<file path="src/rtl/mdu_unit.sv">
// Multi-cycle multiply/divide unit with HI/LO result registers.
// The result is computed at issue into shadow registers and is committed to HI/LO after a fixed latency.
module mdu_unit #(
  parameter int WIDTH       = 32,
  parameter int MULT_CYCLES = 5,
  parameter int DIV_CYCLES  = 10
) (
  input  logic             clk,
  input  logic             reset,
  input  logic             start,
  input  logic [2:0]       op,
  input  logic [WIDTH-1:0] a,
  input  logic [WIDTH-1:0] b,
  input  logic             cancel,
  output logic             busy,
  output logic             done,
  output logic [WIDTH-1:0] hi,
  output logic [WIDTH-1:0] lo
);

  localparam int MAXC = (MULT_CYCLES > DIV_CYCLES) ? MULT_CYCLES : DIV_CYCLES;
  localparam int CW   = $clog2(MAXC + 1);

  typedef enum logic {IDLE, RUN} state_t;

  state_t           state_q;
  logic [CW-1:0]    cnt_q;
  logic             busy_q, done_q;
  logic [WIDTH-1:0] hi_q, lo_q, sh_hi_q, sh_lo_q;

  logic             a_neg, b_neg, neg_res;
  logic [WIDTH-1:0] a_mag, b_mag, q_mag, r_mag;
  logic [2*WIDTH-1:0] prod_mag, prod;
  logic [WIDTH-1:0] res_hi_d, res_lo_d;

  // Signed ops work on magnitudes and fix the sign afterwards; op[0] marks the unsigned variants.
  // DIV overflow (most negative / -1) falls out naturally: quotient magnitude wraps back to a, remainder 0.
  always_comb begin
    a_neg    = a[WIDTH-1] & ~op[0];
    b_neg    = b[WIDTH-1] & ~op[0];
    neg_res  = a_neg ^ b_neg;
    a_mag    = a_neg ? (~a + 1'b1) : a;
    b_mag    = b_neg ? (~b + 1'b1) : b;
    prod_mag = {{WIDTH{1'b0}}, a_mag} * {{WIDTH{1'b0}}, b_mag};
    prod     = neg_res ? (~prod_mag + 1'b1) : prod_mag;
    q_mag    = '0;
    r_mag    = '0;
    if (b_mag != '0) begin
      q_mag = a_mag / b_mag;
      r_mag = a_mag % b_mag;
    end
    res_hi_d = '0;
    res_lo_d = '0;
    if (!op[1]) begin
      res_hi_d = prod[2*WIDTH-1:WIDTH];
      res_lo_d = prod[WIDTH-1:0];
    end else if (b == '0) begin
      res_hi_d = a;
      res_lo_d = '1;
    end else begin
      res_lo_d = neg_res ? (~q_mag + 1'b1) : q_mag;
      res_hi_d = a_neg   ? (~r_mag + 1'b1) : r_mag;
    end
  end

  always_ff @(posedge clk or negedge reset) begin
    if (!reset) begin
      state_q <= IDLE;
      cnt_q   <= '0;
      busy_q  <= 1'b0;
      done_q  <= 1'b0;
      hi_q    <= '0;
      lo_q    <= '0;
      sh_hi_q <= '0;
      sh_lo_q <= '0;
    end else begin
      done_q <= 1'b0;
      case (state_q)
        IDLE: begin
          if (start && !cancel) begin
            if (!op[2]) begin
              sh_hi_q <= res_hi_d;
              sh_lo_q <= res_lo_d;
              cnt_q   <= op[1] ? CW'(DIV_CYCLES) : CW'(MULT_CYCLES);
              busy_q  <= 1'b1;
              state_q <= RUN;
            end else if (op == 3'd4) begin
              hi_q <= a;
            end else if (op == 3'd5) begin
              lo_q <= a;
            end
          end
        end
        RUN: begin
          cnt_q <= cnt_q - 1'b1;
          if (cancel) begin
            cnt_q   <= '0;
            busy_q  <= 1'b0;
            state_q <= IDLE;
          end else if (cnt_q == CW'(1)) begin
            hi_q    <= sh_hi_q;
            lo_q    <= sh_lo_q;
            busy_q  <= 1'b0;
            done_q  <= 1'b1;
            state_q <= IDLE;
          end
        end
        default: state_q <= IDLE;
      endcase
    end
  end

  assign busy = busy_q;
  assign done = done_q;
  assign hi   = hi_q;
  assign lo   = lo_q;

endmodule

</file>
<file path="config.mk">
export PLATFORM = sky130hd
export DESIGN_NAME = mdu_unit
export DESIGN_NICKNAME = d
export VERILOG_FILES = /design/src/rtl/mdu_unit.sv
export SDC_FILE = /design/constraint.sdc
export NUM_CORES = 2
export LEC_CHECK = 0
export CAP_MARGIN = 40
export CELL_PAD_IN_SITES_DETAIL_PLACEMENT = 0
export CELL_PAD_IN_SITES_GLOBAL_PLACEMENT = 1
export CORE_MARGIN = 2
export CORE_UTILIZATION = 37
export DETAILED_ROUTE_END_ITERATION = 10
export PLACE_DENSITY_LB_ADDON = 0.25
export SLEW_MARGIN = 10
export SYNTH_ARGS = -nofsm -noshare
export SYNTH_HDL_FRONTEND = slang
export SYNTH_SLANG_ARGS = --single-unit
</file>
<file path="constraint.sdc">
create_clock -name clk -period 1.9 [get_ports clk]
set_input_delay 0.19 -clock clk [delete_from_list [all_inputs] [get_ports clk]]
set_output_delay 0.19 -clock clk [all_outputs]
set_load 0.05 [all_outputs]
</file>
Word level (Yosys, flattened, before mapping)
Cells that the tools add are included.
Word-level totals
  register bits: 135
  latch bits: 0
  memory bits (writable): 0
  bits in read-only memories: 0
  input port bits: 71
  output and inout bits: 66
  logic and storage cells: 91
  memories: 0
Cells by class
  add/subtract/negate cells: 6
  multipliers: 1
  div/mod/pow operators: 2
  magnitude comparators: 0
  equal/unequal tests: 12
  shift operators: 0
  mux-type cells: 42
  bitwise logic cells: 11
  reductions and logical operators: 9
Operator list (number)
  2-to-1 mux 32 bit: 21
  adder 32 x 1 -> 32 bit, second input constant: 4
  NOT 32 bit: 4
  case mux 32 bit (2 select lines): 2
  adder 64 x 1 -> 64 bit, second input constant: 1
  multiplier 32 x 32 -> 64 bit: 1
  2-to-1 mux 64 bit: 1
  NOT 64 bit: 1
  divider 32 x 32 -> 32 bit: 1
  logical NOT 32 bit: 1
  modulo 32 x 32 -> 32 bit: 1
  nonzero test 32 bit: 1
  2-to-1 mux 4 bit: 4
  != test 2 bit, second input constant: 7
  2-to-1 mux 1 bit: 11
  case mux 4 bit (2 select lines): 1
  == test 3 bit, second input constant: 2
  AND reduction 3 bit: 2
  AND reduction 6 bit: 1
  AND reduction 5 bit: 1
  == test 4 x 1 -> 1 bit, second input constant: 1
  case mux 1 bit (2 select lines): 2
  subtractor 4 x 1 -> 4 bit, second input constant: 1
  != test 3 x 2 -> 1 bit, second input constant: 1
  other kinds (7): 10

Depth between registers and ports, before layout
  depth after elaboration: 10
  mapped depth: 385
  depth with buffers taken out: 354

Worst setup path before layout
Ideal clock, no wire load.
  kind: input to register
  start point: in b[0]
  end point: reg sh_hi_q[31]
  setup time: 0.095 ns
  arrival: 80.130 ns
  required time: 1.805 ns
  slack: -78.325 ns
  stages on the path: 339
  buffers on the path: 57
  path through: clkbuf_1 -> inv_1 -> clkbuf_1 -> ha_1 -> buf_2 -> nor2b_1 -> nand4_1 -> or3_4 -> nor4_4 -> a211oi_2 -> nor4_4 -> buf_4 -> buf_4 -> nand3_1 -> nor2_1 -> a21oi_1 -> ha_1 -> o21ai_0 -> [303 not listed] -> ha_1 -> a21o_1 -> a21oi_1 -> a21oi_1 -> a221oi_1 -> a21bo_2 -> nor3_1 -> xor2_1 -> a31o_2 -> nand3_1 -> or4_1 -> clkbuf_1 -> nor2_1 -> nand2_1 -> o31ai_1 -> xnor2_1 -> o211ai_1 -> o31ai_1
Between the ends
  longest elaborated chain between the ends: 10
  elaborated cells between the ends (all ways): 16
  those cells by class: 3 x add/sub; 1 x mul; 1 x div; 6 x mux; 3 x bitwise; 2 x reduce/logical
Ends and longest elaborated chain
  start, declared: line 13  | input logic [WIDTH-1:0] b,
  NOT 32 bit: line 43  | b_mag = b_neg ? (~b + 1'b1) : b;
  adder 32 x 1 -> 32 bit: line 43
  2-to-1 mux 32 bit: line 43
  modulo 32 x 32 -> 32 bit / nonzero test 32 bit (equally long branches): line 50, 48
  2-to-1 mux 32 bit: line 48  | if (b_mag != '0) begin
  NOT 32 bit: line 62  | res_hi_d = a_neg ? (~r_mag + 1'b1) : r_mag;
  adder 32 x 1 -> 32 bit: line 62
  2-to-1 mux 32 bit: line 62
  2-to-1 mux 32 bit: line 57  | end else if (b == '0) begin
  2-to-1 mux 32 bit *: line 54  | if (!op[1]) begin
  end signal, assigned: line 82  | sh_hi_q <= res_hi_d;
  end, declared: line 29  | logic [WIDTH-1:0] hi_q, lo_q, sh_hi_q, sh_lo_q;
Mark *: on every way between the ends. The rest lies on a longest branch, timed or not.
A chain may end at the register's enable or synchronous reset.

Final worst setup path
  start point: in b[15]
  end point: reg sh_hi_q[29]
The elaborated chain is that of the path after synthesis.

==> results.txt <==
outcome: complete, but fails checks
failing checks: setup timing
first-pass GRT wire length: 669,000 µm
ys flop type: dfrtp_1
Avg WL per Cell: 28.8 µm
sequential area share after synthesis: 0.0450
setup ws final: -66.66 ns
Setup WS pre-CTS: -72.07 ns
Area Growth Syn to Fin: 53.3%
Max Used Layer: met5
Syn. warnings: 0
metal1 wirelength: 179,000 µm
wire length on met3: 43,100 µm
Slew headroom: 0.336
post-synthesis cell area: 75,000 µm²
gr usage total: 0.447
Crit path largest cell delay: 0.60 ns
largest net degree at the start of global routing: 100
Distinct cells, synth: 109
FMAX: 0.0146 GHz
Synth top area share: 0.239
Cell Area, Placed: 106,000 µm²
clk slew on worst S/H paths: 0.06 ns
GPL Wtd Cong: 1.08
Mapped Nets: 11,900
critical path's most frequent cell: buf_4
Yosys reg bits: 135
Die ar.: 206,000 µm²
number of global-route vias before repair: 96,600
Hold Violations, Final: 0
Filler cells: 19,200
unrepaired setup endpoints after global routing: true
max-cap viol count: 0
WP data required: 2.21 ns
top cells by area, synth: fa_1, ha_1, nand2_1, inv_1, a21oi_1
worst-case clock buffer depth: 2
root buffer cell: clkbuf_16
layout cells sized above 1: 0.366
Non-Filler Instances: 16,300
commonest cells after routing, fill and taps aside: buf_4, nand2_1, inv_1
final setup violation count: 64
HP Class: input pin to async pin
clk sinks: 135
gr ovfl total: 0
CP max stage cell: fa_2
via/cell ratio: 5.80
initial DRC count: 9,279
CTS tree: built
CP Launch Type: input pin
Setup crit end kind: flip-flop
routed vias: 94,800
Syn Inst Count: 10,100
DR DRC count: 0
asr flop ratio synth: 1.00
core area: 202,000 µm²
post-route ant nets: 0
Detailed Route WL: 471,000 µm
Row Count: 165
final net count: 15,400
area leader, netlist: fa_1
Initial Util: 0.372
TritonCTS Buffers: 17
Arr. time, crit path: 68.87 ns
Placed Cells: 15,900
actual slew at the worst max-slew pin: 0.996 ns
htree depth: 4
clk_lat worst skew: 0.43 ns
DPL Wire Length: 384,000 µm
Final Max Slew Viols: 0
Die Wd: 454 µm
initial antenna violation count: 35
most common cell after layout, fill and taps aside: buf_4
routed length on met2: 206,000 µm
period utilisation layout: 36.1
Post-synth EDFFs: 0
post-layout min period: 68.56 ns
syn avg cell area: 7.40 µm²
DR pass1 iterations: 6
# IOs: 137
Port Buffer Count: 136
crit-path max FO: 10
final instance area: 115,000 µm²
Die Height: 454 µm
skew final: 0.0112 ns
kind of critical path: input pin to flip-flop
## state kept, by name, summed over array words and instances, names as in the netlist
signal	flops
lo	32
state_q	1
hi	32
sh_lo_q	32
sh_hi_q	32
done	1
busy	1
cnt_q	4
## metal layers
metal,track usage,vias up
li1,-,41400
met1,0.544,46700
met2,0.705,5029
met3,0.0915,1642
met4,0.315,24
met5,0,-
## repair_timing
item                                   in CTS  in global routing
endpoints found under the hold margin      39                  0
resized for setup                         717                385
cloned                                      3                  0
pin swaps                                 283                281
setup endpoints to repair                  85                114
hold buffers                                1                  0
setup buffers                             305                 86
## cell type report
type                    instances  area, µm²  area share
diodes                         18       45.0    0.000392
clock buffers                  18        439     0.00382
clock inverters                14        131     0.00114
inverters                    1189       4460      0.0388
multi-input cells            8375      72500       0.630
flip-flops and latches        135       3380      0.0294
well taps                    2672       3340      0.0291
repair buffers               3912      30700       0.267
## synth_stat cells, drive strengths merged, types with 88 or more instances
cell type	number
o21a	140
xnor2	379
a21oi	806
dfrtp	135
nor3	228
a21o	205
o21ai	490
ha	804
nand3	186
nand2	1460
inv	1171
a31oi	111
fa	897
nor2	1051
nor2b	92
clkbuf	346
xor2	227
buf	88
## through the flow
stage	setup TNS, ns	util	hold slack (ns)
floorplan	-4036.55	-	-0.106
global placement	-4575.52	0.526	0.135
detailed placement	-4579.00	0.526	0.139
CTS	-4135.61	0.557	0.260
global route	-4370.53	0.569	0.289
finish	-4222.50	0.570	0.283
## kinds of logic after synthesis
| group | Yosys count | synth area share |
|---|---|---|
| adder cells (fa/ha/maj) | 1701 | 0.373 |
| flip-flops | 135 | 0.0450 |
| multiplexers | 63 | 0.00904 |
| buffers and inverters | 1623 | 0.0822 |
| AND/OR/NAND/NOR | 3558 | 0.212 |
| AO/OA/AOI/OAI | 2447 | 0.208 |
| XOR/XNOR | 606 | 0.0707 |
## worst max-delay path: cells and delay by family
family / cells / cell delay [ns]
buf+inv: 94 / 12.88
simple gates: 96 / 18.43
fa+ha+maj: 36 / 11.63
xor+xnor: 2 / 0.44
mux: 3 / 0.68
compound gates: 137 / 24.47
## worst paths after layout
path                       depth (start not counted)        from  slack, ns           to
min in group clk                                   4       op[1]       0.43  sh_hi_q[14]
min reg2reg                                        2  sh_lo_q[9]       0.49   sh_lo_q[9]
max reg2reg                                        8    cnt_q[0]       0.05        hi[1]
min                                                2       reset       0.28       hi[31]
max in group asynchronous                          3       reset       0.96  sh_hi_q[31]
max                                              368       b[15]     -66.66  sh_hi_q[29]
Power is left out: the tool's default activity adds up to more than one toggle a clock period on the data nets, which glitch-free logic cannot reach.
